[config.mk]
export PLATFORM = sky130hd
export DESIGN_NAME = pj_motor_sequencia
export DESIGN_NICKNAME = d
export VERILOG_FILES = /design/src/rtl/pj_pkg.sv /design/src/rtl/pj_lfsr_galois.sv /design/src/rtl/pj_motor_sequencia.sv
export SDC_FILE = /design/constraint.sdc
export NUM_CORES = 1
export LEC_CHECK = 0
export ABC_AREA = 1
export BUFFER_PORTS_ARGS = -buffer_cell sky130_fd_sc_hd__buf_4
export CAP_MARGIN = 20
export CORE_ASPECT_RATIO = 0.6
export CORE_MARGIN = 5
export CORE_UTILIZATION = 55
export DETAILED_ROUTE_END_ITERATION = 7
export PLACE_DENSITY = 0.75
export SKIP_CTS_REPAIR_TIMING = 1
export SLEW_MARGIN = 20
export SYNTH_ARGS = -nofsm -noshare
export SYNTH_HDL_FRONTEND = slang
export SYNTH_SLANG_ARGS = --single-unit
[constraint.sdc]
create_clock -name clock -period 5 [get_ports clock]
set_clock_uncertainty 0.15 [all_clocks]
set_input_delay 0.5 -clock clock [delete_from_list [all_inputs] [get_ports clock]]
set_output_delay 0.5 -clock clock [all_outputs]
set_load 0.03 [all_outputs]
[src/rtl/pj_pkg.sv]
// Shared types and helpers for the MindFocus sequence engine.
package pj_pkg;

  typedef enum logic [3:0] {
    OCIOSO    = 4'd0,
    SORTEIA   = 4'd1,
    EXIBE_ON  = 4'd2,
    EXIBE_OFF = 4'd3,
    ESPERA    = 4'd4,
    COMPARA   = 4'd5,
    GANHOU    = 4'd6,
    PERDEU    = 4'd7
  } estado_t;

  localparam logic [15:0] LFSR_MASK      = 16'hB400;
  localparam logic [15:0] SEMENTE_PADRAO = 16'hACE1;

  function automatic int w_r(input int depth);
    return $clog2(depth + 1);
  endfunction

  // Galois step, right shift; the mask is applied when the bit shifted out is 1.
  function automatic logic [15:0] lfsr_next(input logic [15:0] v);
    return v[0] ? ((v >> 1) ^ LFSR_MASK) : (v >> 1);
  endfunction

endpackage

[src/rtl/pj_lfsr_galois.sv]
// 16-bit Galois LFSR with seed load; a zero seed falls back to SEMENTE_PADRAO.
module pj_lfsr_galois
  import pj_pkg::*;
#(
  parameter logic [15:0] SEMENTE = SEMENTE_PADRAO
) (
  input  logic        clock,
  input  logic        reset,
  input  logic        load,
  input  logic [15:0] seed,
  input  logic        step,
  output logic [15:0] value
);

  localparam logic [15:0] RESET_VAL = (SEMENTE == 16'h0000) ? SEMENTE_PADRAO : SEMENTE;

  logic [15:0] seed_ok;

  assign seed_ok = (seed == 16'h0000) ? SEMENTE_PADRAO : seed;

  always_ff @(posedge clock or negedge reset) begin
    if (!reset) begin
      value <= RESET_VAL;
    end else if (load) begin
      value <= seed_ok;
    end else if (step) begin
      value <= lfsr_next(value);
    end
  end

endmodule

[src/rtl/pj_motor_sequencia.sv]
// MindFocus sequence engine: draws, displays and checks a growing button sequence.
// PJ_SEMENTE_FIXA_EN: every game starts from SEMENTE; otherwise from a free-running counter.
module pj_motor_sequencia
  import pj_pkg::*;
#(
  parameter int          N_BOTOES = 4,
  parameter int          DEPTH    = 16,
  parameter int          T_EXIBE  = 50_000_000,
  parameter int          T_PAUSA  = 25_000_000,
  parameter int          T_LIMITE = 250_000_000,
  parameter logic [15:0] SEMENTE  = 16'hACE1
) (
  input  logic                      clock,
  input  logic                      reset,
  input  logic                      iniciar,
  input  logic [N_BOTOES-1:0]       botoes,
  output logic [N_BOTOES-1:0]       leds,
  output logic [w_r(DEPTH)-1:0]     rodada,
  output logic [w_r(DEPTH)-1:0]     pontos,
  output logic                      vez_jogador,
  output logic                      ganhou,
  output logic                      perdeu,
  output logic                      timeout,
  output logic [3:0]                db_estado
);

  // state     | meaning
  // OCIOSO    | idle after reset, waits for iniciar
  // SORTEIA   | draw one new element, append it to the sequence
  // EXIBE_ON  | LED of mem[ptr] lit for T_EXIBE cycles
  // EXIBE_OFF | dark gap of T_PAUSA cycles between elements
  // ESPERA    | wait for a press edge, T_LIMITE cycles max
  // COMPARA   | check the registered press against mem[ptr]
  // GANHOU    | all DEPTH rounds completed, waits for iniciar
  // PERDEU    | wrong press or timeout, waits for iniciar

  localparam int W_R = w_r(DEPTH);
  localparam int W_P = $clog2(DEPTH);
  localparam int W_I = $clog2(N_BOTOES);

  estado_t             estado, estado_nx;
  logic [31:0]         timer, timer_carga;
  logic [W_R-1:0]      ptr;
  logic [W_I-1:0]      mem [DEPTH];
  logic [N_BOTOES-1:0] jogada, alvo;
  logic                botao_ant;
  logic [15:0]         lfsr_val, lfsr_nx, semente_ini;
  logic [W_I-1:0]      sorteio;
  logic                inicio, aresta, fim_tempo, acerto, ultimo, completo;

`ifdef PJ_SEMENTE_FIXA_EN
  assign semente_ini = SEMENTE;
`else
  logic [15:0] contador;

  always_ff @(posedge clock or negedge reset) begin
    if (!reset) begin
      contador <= 16'h0000;
    end else begin
      contador <= contador + 16'h0001;
    end
  end

  assign semente_ini = contador;
`endif

  pj_lfsr_galois #(.SEMENTE(SEMENTE)) u_lfsr (
    .clock (clock),
    .reset (reset),
    .load  (inicio),
    .seed  (semente_ini),
    .step  (estado == SORTEIA),
    .value (lfsr_val)
  );

  // The element drawn in SORTEIA comes from the value the LFSR steps into.
  assign lfsr_nx   = lfsr_next(lfsr_val);
  assign sorteio   = W_I'((lfsr_nx & 16'h00FF) % 16'(N_BOTOES));

  assign alvo      = N_BOTOES'(1) << mem[ptr[W_P-1:0]];
  assign inicio    = iniciar && (estado == OCIOSO || estado == GANHOU || estado == PERDEU);
  assign aresta    = (|botoes) && !botao_ant;
  assign fim_tempo = (timer == 32'd0);
  assign acerto    = (jogada == alvo);
  assign ultimo    = (ptr == rodada - W_R'(1));
  assign completo  = (rodada == W_R'(DEPTH));

  always_comb begin
    estado_nx   = estado;
    timer_carga = 32'd0;
    case (estado)
      OCIOSO, GANHOU, PERDEU: if (iniciar) estado_nx = SORTEIA;
      SORTEIA:                estado_nx = EXIBE_ON;
      EXIBE_ON:               if (fim_tempo) estado_nx = EXIBE_OFF;
      EXIBE_OFF:              if (fim_tempo) estado_nx = ultimo ? ESPERA : EXIBE_ON;
      ESPERA: begin
        if (aresta)         estado_nx = COMPARA;
        else if (fim_tempo) estado_nx = PERDEU;
      end
      COMPARA: begin
        if (!acerto)        estado_nx = PERDEU;
        else if (!ultimo)   estado_nx = ESPERA;
        else if (completo)  estado_nx = GANHOU;
        else                estado_nx = SORTEIA;
      end
      default:                estado_nx = OCIOSO;
    endcase
    case (estado_nx)
      EXIBE_ON:  timer_carga = 32'(T_EXIBE - 1);
      EXIBE_OFF: timer_carga = 32'(T_PAUSA - 1);
      ESPERA:    timer_carga = 32'(T_LIMITE - 1);
      default:   timer_carga = 32'd0;
    endcase
  end

  always_ff @(posedge clock or negedge reset) begin
    if (!reset) begin
      estado    <= OCIOSO;
      timer     <= 32'd0;
      ptr       <= '0;
      rodada    <= '0;
      pontos    <= '0;
      ganhou    <= 1'b0;
      perdeu    <= 1'b0;
      timeout   <= 1'b0;
      jogada    <= '0;
      botao_ant <= 1'b0;
    end else begin
      estado    <= estado_nx;
      botao_ant <= |botoes;
      // Every state change restarts the shared down-counter.
      if (estado_nx != estado) begin
        timer <= timer_carga;
      end else if (!fim_tempo) begin
        timer <= timer - 32'd1;
      end
      case (estado)
        OCIOSO, GANHOU, PERDEU: begin
          if (iniciar) begin
            rodada  <= '0;
            pontos  <= '0;
            ptr     <= '0;
            ganhou  <= 1'b0;
            perdeu  <= 1'b0;
            timeout <= 1'b0;
          end
        end
        SORTEIA: begin
          rodada <= rodada + W_R'(1);
          ptr    <= '0;
        end
        EXIBE_OFF: if (fim_tempo) ptr <= ultimo ? '0 : ptr + W_R'(1);
        ESPERA: begin
          if (aresta) begin
            jogada <= botoes;
          end else if (fim_tempo) begin
            perdeu  <= 1'b1;
            timeout <= 1'b1;
          end
        end
        COMPARA: begin
          if (!acerto) begin
            perdeu <= 1'b1;
          end else if (!ultimo) begin
            ptr <= ptr + W_R'(1);
          end else begin
            pontos <= pontos + W_R'(1);
            if (completo) ganhou <= 1'b1;
          end
        end
        default: ;
      endcase
    end
  end

  always_ff @(posedge clock) begin
    if (estado == SORTEIA) mem[rodada[W_P-1:0]] <= sorteio;
  end

  // Decoded from the state register so an asynchronous reset blanks the LEDs at once.
  assign leds        = (estado == EXIBE_ON) ? alvo : '0;
  assign vez_jogador = (estado == ESPERA);
  assign db_estado   = estado;

endmodule

==> results of run 1 <==
## final timing paths
path                       cells past startpoint  startpoint         endpoint  slack, ns
max                                           20      ptr[0]         timer[1]       1.22
min                                            1       reset         timer[2]      0.007
max reg2reg                                   20      ptr[0]         timer[1]       1.22
min reg2reg                                    2    timer[0]         timer[0]       0.34
max in group asynchronous                      2       reset  u_lfsr.value[7]       3.72
min in group clock                             3   botoes[0]        botao_ant       0.15
## power by group through the flow
stage                     clock [mW]  combinational [mW]  sequential, mW
after floorplan                    0                1.31            1.45
after global placement             0                1.57            1.50
after detailed placement           0                1.60            1.50
after CTS                       1.28                1.62            1.49
after global routing            1.33                1.83            1.52
final                           1.27                1.65            1.50
## cell type report
class,instances,area share (%)
multi-input combinational,565,39.4
clock buffer,18,5.49
sequential,123,41.6
tap,165,2.64
inverter,120,5.77
timing repair buffer,30,2.88
clock inverter,14,2.27
## cells by family after synthesis
| family | after synthesis |
|---|---|
| buffers and inverters | 139 |
| other | 1 |
| AND/OR/NAND/NOR | 418 |
| AO/OA/AOI/OAI | 85 |
| adder cells (fa/ha/maj) | 9 |
| XOR/XNOR | 52 |
| flip-flops | 123 |
## registers in the layout (all words and copies together) (netlist names), 5 cells and up
name	flops
u_lfsr.value	16
timer	32
ptr	5
rodada	5
contador	16
pontos	5
mem	32
## routing by layer
layer,wire length [um],up-vias
met1,7830,2679
met2,7170,245
li1,-,2723
met4,122,0
met5,0,-
met3,1530,11
## cells in the final DEF, fill, tap and decap left out, drive strengths merged, types with 12 or more instances in the layout
cell,Yosys,final
nand3,80,80
xor2,42,42
dfrtp,83,83
inv,118,118
o21ai,29,29
nand2,171,171
nor3,25,25
clkbuf,7,18
edfxtp,32,32
nor2,116,116
nand4,12,12
buf,12,30
a21oi,37,37
## metrics by stage
stage	area [um^2]	utilization (%)	setup slack [ns]	total power, mW	hold slack [ns]
after floorplan	6890	-	2.03	2.76	0.0544
after global placement	7200	59.2	1.41	3.06	0.308
after detailed placement	7200	59.2	1.35	3.10	0.324
after CTS	7810	64.1	1.29	4.39	0.0455
after global routing	7810	64.1	0.900	4.68	0.0723
final	7810	64.1	1.22	4.42	0.00657
## critical path, cell delays in order, from the launching register on
cell,delay (ns)
sky130_fd_sc_hd__dfrtp_1,0.86
sky130_fd_sc_hd__inv_2,0.32
sky130_fd_sc_hd__nand2_1,0.15
sky130_fd_sc_hd__nand3_1,0.10
sky130_fd_sc_hd__nand3_1,0.16
sky130_fd_sc_hd__nand2_1,0.07
sky130_fd_sc_hd__nor2_1,0.12
sky130_fd_sc_hd__nor2_2,0.07
sky130_fd_sc_hd__nand2_1,0.08
sky130_fd_sc_hd__nand2_1,0.05
sky130_fd_sc_hd__nand2_1,0.07
sky130_fd_sc_hd__nor2_2,0.04
sky130_fd_sc_hd__nand2_2,0.11
sky130_fd_sc_hd__nand2_4,0.13
sky130_fd_sc_hd__nand3_1,0.13
sky130_fd_sc_hd__nand2_2,0.10
sky130_fd_sc_hd__nor2_4,0.50
sky130_fd_sc_hd__nand3_1,0.22
sky130_fd_sc_hd__inv_1,0.15
sky130_fd_sc_hd__nand2_1,0.06
sky130_fd_sc_hd__nand2_1,0.07
==> impl_metrics.env, run 1 <==
export IMPL_chipWidth_um=155
export IMPL_syn_area_um2=6890
export IMPL_ys_warnings_count=0
export IMPL_synth_async_reset_ratio_pct=74.0
export IMPL_finalWorstPathRequiredPeriod_ns=3.78
export IMPL_cts_max_level=4
export IMPL_fmaxAchievable_mhz=265
export IMPL_cellInternalPower_mw=2.65
export IMPL_worst_setup_path_start_kind="register"
export IMPL_synth_top_area_cell="sky130_fd_sc_hd__dfrtp_1"
export IMPL_drt_pass1_iter_count=5
export IMPL_synthesis_area_per_instance_um2=8.33
export IMPL_share_of_the_synthesized_area_in_compound_gates_ao_oa_aoi_oai_pct=7.44
export IMPL_netlist_top_cells_area="sky130_fd_sc_hd__dfrtp_1, sky130_fd_sc_hd__edfxtp_1, sky130_fd_sc_hd__nand2_1, sky130_fd_sc_hd__inv_1, sky130_fd_sc_hd__nand3_1"
export IMPL_switching_share_pct=40.1
export IMPL_syn_to_final_growth_pct=13.3
export IMPL_area_sequential_um2=3250
export IMPL_synth_commonest_cells="sky130_fd_sc_hd__nand2_1, sky130_fd_sc_hd__inv_1, sky130_fd_sc_hd__nor2_1"
export IMPL_tns_ns=0
export IMPL_ys_dominant_reg_cell="sky130_fd_sc_hd__dfrtp_1"
export IMPL_maxSlewViolCount=0
export IMPL_cts_buffers=17
export IMPL_timing_critical_path_to_type="register"
export IMPL_core_area_um2=12200
export IMPL_globalRouteOverflowTotal=0
export IMPL_tritoncts="yes"
export IMPL_clock_tree_buffer_depth=2
export IMPL_dp_hpwl_um=11800
export IMPL_synth_xor_area_share_pct=6.61
export IMPL_post_synth_top_area_fraction_pct=30.1
export IMPL_combPwrFrac_pct=37.3
export IMPL_finalHoldViolations=0
export IMPL_fillCellCount=1009
export IMPL_detail_route_vias_per_cell=5.47
export IMPL_grt_first_pass_wirelength_um=27800
export IMPL_combinational_family_with_the_most_area_after_synthesis="simple AND/OR/NAND/NOR gates"
export IMPL_boundaryPins=29
export IMPL_grt_usage_pct=22.9
export IMPL_top_usage_layer="met1"
export IMPL_layout_drive_gt1_share_pct=14.1
export IMPL_power_frac_seq_pct=33.9
export IMPL_cts_sink_count=123
export IMPL_post_synth_inst_count=827
export IMPL_final_nets=873
export IMPL_cts_root_buf="sky130_fd_sc_hd__clkbuf_16"
export IMPL_floorplan_initialDensity_pct=56.6
export IMPL_total_leakage_power_nw=3.74
export IMPL_drc_errors=0
export IMPL_worstPathArrival_ns=3.97
export IMPL_final_instance_count_excl_fill=1035
export IMPL_holdCritPathClass="primary input to asynchronous set/reset pin"
export IMPL_simple_gate_fraction_of_synth_area_pct=28.9
export IMPL_globalplace_congestion=0.960
export IMPL_wl_per_cell_um=16.1
export IMPL_placementRows=31
export IMPL_floorplan_die_height_um=96.7
export IMPL_slew_headroom_pct=46.4
export IMPL_wirelength_um=16700
export IMPL_max_cap_viols=0
export IMPL_postSynthNetCount=843
export IMPL_die_outline_area_um2=14900
export IMPL_synth_edff_count=32
export IMPL_diodes=0
export IMPL_share_of_synthesized_area_occupied_by_flip_flops_and_latches_pct=47.1
export IMPL_final_period_utilization_pct=75.5
export IMPL_cellPowerDensity_nw_per_um2=565
export IMPL_ys_seq_elements=123
export IMPL_number_of_global_route_vias_before_repair=5411
export IMPL_place_detailed_instances=1003
export IMPL_power_switching_mw=1.77
export IMPL_grt_start_max_net_pins=61
export IMPL_final_setup_viol_count=0
export IMPL_clk_pin_slew_worst_paths_ns=0.06
export IMPL_gr_usage_met1_pct=34.7
export IMPL_irDropWorstVdd_mv=0.302
export IMPL_grt_util_met3_pct=7.27
export IMPL_critPathRequiredTime_ns=5.19
export IMPL_ant_nets=0
export IMPL_grt_use_met2_pct=32.0
export IMPL_synth_most_common_cell="sky130_fd_sc_hd__nand2_1"
export IMPL_slew_at_the_pin_closest_to_its_max_slew_limit_ns=0.805
export IMPL_setup_repair_after_global_routing_missed_its_margin="no"
export IMPL_area_taken_by_multi_input_logic_gates_um2=3070
export IMPL_drtIter0Drc=537
export IMPL_synth_area_mux_share_pct=0
export IMPL_port_buffers=28
export IMPL_worst_path_max_fanout=26
export IMPL_vias=5658
export IMPL_yosys_area_share_adder_pct=1.63
export IMPL_clk_latency_worst_skew_pair_ns=0.41
export IMPL_critPathKind="register to register"
export IMPL_antenna_violations_before_repair=0
export IMPL_ys_types=51
export IMPL_run_status="finished clean"
export IMPL_p_clk_share_pct=28.8
(Power assumes the default switching activity.)
==> run 2: changes to the inputs <==
Clock period 5 ns to 3.8 ns, I/O delays scaled along.
==> impl_metrics.env, run 2 (synthesized netlist as in run 1, its figures left out) <==
export IMPL_cts_root_buf="sky130_fd_sc_hd__clkbuf_16"
export IMPL_layout_setup_ws_ns=0.350
export IMPL_final_setup_viol_count=0
export IMPL_globalRouteOverflowTotal=0
export IMPL_worstPathArrival_ns=3.66
export IMPL_floorplan_die_height_um=96.7
export IMPL_tritoncts="yes"
export IMPL_cts_max_level=4
export IMPL_run_status="finished clean"
export IMPL_number_of_global_route_vias_before_repair=5435
export IMPL_slew_at_the_pin_closest_to_its_max_slew_limit_ns=0.655
export IMPL_cp_common_cell="sky130_fd_sc_hd__nand2_1"
export IMPL_clock_tree_buffer_depth=2
export IMPL_maxSlewViolCount=0
export IMPL_final_instance_count_excl_fill=1039
export IMPL_critPathBufInv=3
export IMPL_grt_start_max_net_pins=40
export IMPL_critPathKind="register to register"
export IMPL_chipWidth_um=155
export IMPL_wl_per_cell_um=16.1
export IMPL_fmaxAchievable_mhz=290
export IMPL_vias=5758
export IMPL_detailed_place_area_um2=7230
export IMPL_antenna_violations_before_repair=0
export IMPL_die_outline_area_um2=14900
export IMPL_critPathRequiredTime_ns=4.01
export IMPL_path_delay_family="simple AND/OR/NAND/NOR gates"
export IMPL_setup_repair_after_global_routing_missed_its_margin="no"
export IMPL_irDropWorstVdd_mv=0.442
export IMPL_worst_path_max_fanout=26
export IMPL_fillCellCount=983
export IMPL_grt_usage_pct=23.0
export IMPL_cts_buffers=17
export IMPL_holdCritPathClass="primary input to register"
export IMPL_timing_critical_path_to_type="register"
export IMPL_layout_drive_gt1_share_pct=14.6
export IMPL_diodes=0
export IMPL_globalplace_congestion=0.969
export IMPL_clk_latency_worst_skew_pair_ns=0.42
export IMPL_area_sequential_um2=3250
export IMPL_drtIter0Drc=648
export IMPL_place_worst_setup_slack_ns=0.472
export IMPL_tns_ns=0
export IMPL_placementRows=31
export IMPL_place_detailed_instances=1006
export IMPL_dp_hpwl_um=12100
export IMPL_slew_headroom_pct=56.2
export IMPL_finalWorstPathRequiredPeriod_ns=3.45
export IMPL_core_area_um2=12200
export IMPL_commonest_non_fill_non_tap_cells_in_the_layout="sky130_fd_sc_hd__nand2_1, sky130_fd_sc_hd__inv_1, sky130_fd_sc_hd__nor2_1, sky130_fd_sc_hd__dfrtp_1, sky130_fd_sc_hd__nand3_1"
export IMPL_max_cap_viols=0
export IMPL_drt_pass1_iter_count=6
export IMPL_finalInstanceArea_um2=7860
export IMPL_floorplan_initialDensity_pct=56.6
export IMPL_syn_to_final_growth_pct=14.0
export IMPL_boundaryPins=29
export IMPL_port_buffers=28
export IMPL_area_taken_by_multi_input_logic_gates_um2=3070
export IMPL_ant_nets=0
export IMPL_grt_first_pass_wirelength_um=27900
export IMPL_final_nets=877
export IMPL_clk_pin_slew_worst_paths_ns=0.06
export IMPL_total_leakage_power_nw=3.77
export IMPL_cpPeakStageDelay_ns=0.58
export IMPL_cellPowerDensity_nw_per_um2=749
export IMPL_crit_chain="clkinv_1, nand3_1, nand2_1, nand2_1, nand2_1, inv_1, nand2_1, nand2_1, nand2_1, nand2_1, nor2_2, nand2_2, nand2_4, nand3_1, nand2_2, nor2_4, nand3_1, inv_1, nand2_1, nand2_1"
export IMPL_drc_errors=0
export IMPL_final_period_utilization_pct=90.8
export IMPL_wirelength_um=16800
export IMPL_timing_critical_path_slowest_stage_cell="sky130_fd_sc_hd__dfrtp_1"
export IMPL_mostFrequentLayoutCell="sky130_fd_sc_hd__nand2_1"
export IMPL_worst_setup_path_start_kind="register"
export IMPL_finalHoldViolations=0
export IMPL_fin_util_pct=64.5
export IMPL_cts_sink_count=123
export IMPL_detail_route_vias_per_cell=5.54
run 2: changes by cell type in the layout (fill, tap and decap cells not counted), sizes merged:
cell	change
dlygate4sd3	+1
clkinvlp	-1
clkbuf	-1
buf	+3
inv	+2
run 2: report_power, final:
group / internal [mW] / switching, mW
clock network: 1.10 / 0.614
logic: 0.744 / 1.48
registers: 1.67 / 0.280
run 2: routing by layer:
metal	vias up	routed length [um]	track usage, %
met4	0	254	6.24
met3	26	1480	6.42
met2	260	7050	32.4
met5	-	0	0
met1	2733	7970	34.8
li1	2739	-	-
run 2: final timing paths:
check,from,slack [ns],end,cells after the start
worst max-delay path,ptr[1],0.35,timer[0],20
worst min-delay path,botoes[0],0.03,botao_ant,3
worst max register to register,ptr[1],0.35,timer[0],20
worst min register to register,u_lfsr.value[6],0.33,u_lfsr.value[6],2
max in group asynchronous,reset,2.36,u_lfsr.value[6],3
min in group asynchronous,reset,0.33,timer[3],2
run 2: cell type report:
| cell class | count | share of cell area, % |
|---|---|---|
| clock buffers | 17 | 5.41 |
| clock inverters | 15 | 2.50 |
| inverters | 120 | 5.73 |
| well taps | 165 | 2.63 |
| flip-flops and latches | 123 | 41.3 |
| repair buffers | 34 | 3.28 |
| multi-input cells | 565 | 39.1 |
run 2: stage by stage:
step / hold slack, ns / total power, mW
floorplan: -0.0656 / 3.63
global placement: 0.235 / 4.05
detailed placement: 0.240 / 4.13
CTS: -0.203 / 5.85
global route: 0.0427 / 6.22
finish: 0.0284 / 5.88
run 2: tightest hold or removal path, stage by stage:
cell and delay [ns]:
sky130_fd_sc_hd__buf_4 0.08, sky130_fd_sc_hd__nor2_1 0.03, sky130_fd_sc_hd__nand2_1 0.06
==> run 3: changes to the inputs <==
Settings changed: CORE_ASPECT_RATIO 0.6 to unset.
==> impl_metrics.env, run 3 (synthesized netlist as in run 1, its figures left out) <==
export IMPL_boundaryPins=29
export IMPL_finalWorstPathRequiredPeriod_ns=3.42
export IMPL_area_sequential_um2=3250
export IMPL_timing_critical_path_to="timer[18]"
export IMPL_setup_repair_after_global_routing_missed_its_margin="no"
export IMPL_cts_buffers=17
export IMPL_dp_hpwl_um=11200
export IMPL_r2r_end="timer[18]"
export IMPL_drt_pass1_iter_count=5
export IMPL_tns_ns=0
export IMPL_clk_latency_worst_skew_pair_ns=0.42
export IMPL_slew_headroom_pct=44.0
export IMPL_fmaxAchievable_mhz=292
export IMPL_worstPathArrival_ns=3.61
export IMPL_r2r_slack_ns=0.38
export IMPL_drc_errors=0
export IMPL_reg2reg_from="ptr[1]"
export IMPL_finalInstanceArea_um2=7820
export IMPL_cts_max_level=4
export IMPL_layout_setup_ws_ns=0.376
export IMPL_irDropWorstVdd_mv=0.509
export IMPL_floorplan_initialDensity_pct=56.7
export IMPL_cts_sink_count=123
export IMPL_die_outline_area_um2=14900
export IMPL_placementRows=40
export IMPL_slew_at_the_pin_closest_to_its_max_slew_limit_ns=0.840
export IMPL_worst_path_max_fanout=13
export IMPL_grt_usage_pct=23.3
export IMPL_fillCellCount=1013
export IMPL_final_period_utilization_pct=90.1
export IMPL_max_cap_viols=0
export IMPL_globalRouteOverflowTotal=0
export IMPL_globalplace_congestion=0.917
export IMPL_mostFrequentLayoutCell="sky130_fd_sc_hd__nand2_1"
export IMPL_drtIter0Drc=573
export IMPL_cellPowerDensity_nw_per_um2=729
export IMPL_commonest_non_fill_non_tap_cells_in_the_layout="sky130_fd_sc_hd__nand2_1, sky130_fd_sc_hd__inv_1, sky130_fd_sc_hd__nor2_1, sky130_fd_sc_hd__dfrtp_1, sky130_fd_sc_hd__nand3_1"
export IMPL_timing_critical_path_to_type="register"
export IMPL_holdCritStartpoint="botoes[0]"
export IMPL_run_status="finished clean"
export IMPL_tritoncts="yes"
export IMPL_worstRegToRegCells=16
export IMPL_area_taken_by_multi_input_logic_gates_um2=3080
export IMPL_cts_root_buf="sky130_fd_sc_hd__clkbuf_16"
export IMPL_core_area_um2=12200
export IMPL_clock_tree_buffer_depth=2
export IMPL_port_buffers=28
export IMPL_holdCritPathClass="primary input to register"
export IMPL_final_setup_viol_count=0
export IMPL_grt_start_max_net_pins=69
export IMPL_finalHoldViolations=0
export IMPL_final_instance_count_excl_fill=1042
export IMPL_final_nets=877
export IMPL_wl_per_cell_um=15.4
export IMPL_worst_setup_path_start_kind="register"
export IMPL_total_leakage_power_nw=3.75
export IMPL_grt_first_pass_wirelength_um=27200
export IMPL_detail_route_vias_per_cell=5.50
export IMPL_critPathKind="register to register"
export IMPL_antenna_violations_before_repair=0
export IMPL_layout_drive_gt1_share_pct=14.4
export IMPL_diodes=0
export IMPL_syn_to_final_growth_pct=13.5
export IMPL_clk_pin_slew_worst_paths_ns=0.06
export IMPL_cp_startpoint="ptr[1]"
export IMPL_vias=5732
export IMPL_wirelength_um=16100
export IMPL_place_detailed_instances=1008
export IMPL_chipWidth_um=122
export IMPL_maxSlewViolCount=0
export IMPL_critPathRequiredTime_ns=3.99
export IMPL_place_worst_setup_slack_ns=0.384
export IMPL_ant_nets=0
export IMPL_detailed_place_area_um2=7220
export IMPL_floorplan_die_height_um=122
export IMPL_number_of_global_route_vias_before_repair=5655
## run 3: worst min path at each step
| stage | end | slack [ns] | cells after the start |
|---|---|---|---|
| 6_report | jogada[0] | 0.04 | 3 |
| 3_5_place_dp | u_lfsr.value[6] | 0.32 | 2 |
| 5_1_grt | jogada[3] | 0.05 | 3 |
| 3_3_place_gp | u_lfsr.value[7] | 0.31 | 2 |
| 4_1_cts | contador[4] | -0.06 | 1 |
| 2_1_floorplan | botao_ant | -0.07 | 0 |
## run 3: stage by stage
| step | power (mW) | hold WS (ns) | utilization, % |
|---|---|---|---|
| 2_1_floorplan | 3.63 | -0.0656 | - |
| 3_3_place_gp | 4.02 | 0.306 | 59.4 |
| 3_5_place_dp | 4.09 | 0.318 | 59.4 |
| 4_1_cts | 5.70 | -0.0597 | 64.2 |
| 5_1_grt | 6.09 | 0.0489 | 64.3 |
| 6_report | 5.71 | 0.0423 | 64.3 |
## run 3: power breakdown
group	total, mW	internal [mW]	switching (mW)
Clock	1.59	1.02	0.575
Combinational	2.19	0.744	1.44
Sequential	1.93	1.67	0.259
## run 3: layer usage
metal | vias to the layer above | track usage, % | wire, um
met5 | - | 0 | 0
met4 | 0 | 9.45 | 276
met3 | 26 | 5.76 | 1180
met2 | 214 | 36.1 | 7450
met1 | 2743 | 31.5 | 7150
li1 | 2749 | - | -
## run 3: critical path: stages, from the launching register on
cell and delay [ns]:
sky130_fd_sc_hd__dfrtp_1 0.60, sky130_fd_sc_hd__clkinv_1 0.37, sky130_fd_sc_hd__nand3_1 0.20, sky130_fd_sc_hd__nand3_1 0.13, sky130_fd_sc_hd__nand2_1 0.09, sky130_fd_sc_hd__nor2_1 0.05
sky130_fd_sc_hd__nor2_2 0.14, sky130_fd_sc_hd__nand3_1 0.10, sky130_fd_sc_hd__nand2_1 0.10, sky130_fd_sc_hd__nor2_2 0.04, sky130_fd_sc_hd__nand2_2 0.11, sky130_fd_sc_hd__nand2_4 0.12
sky130_fd_sc_hd__nand3_1 0.12, sky130_fd_sc_hd__nand2_2 0.11, sky130_fd_sc_hd__nor2_2 0.55, sky130_fd_sc_hd__nand3_1 0.16, sky130_fd_sc_hd__a21oi_1 0.20
## run 3: cell type report
class / instances / area share, %
multi-input combinational: 566 / 39.4
timing repair buffer: 33 / 3.20
inverter: 120 / 5.76
clock buffer: 18 / 5.49
tap: 168 / 2.69
sequential: 123 / 41.5
clock inverter: 14 / 1.97
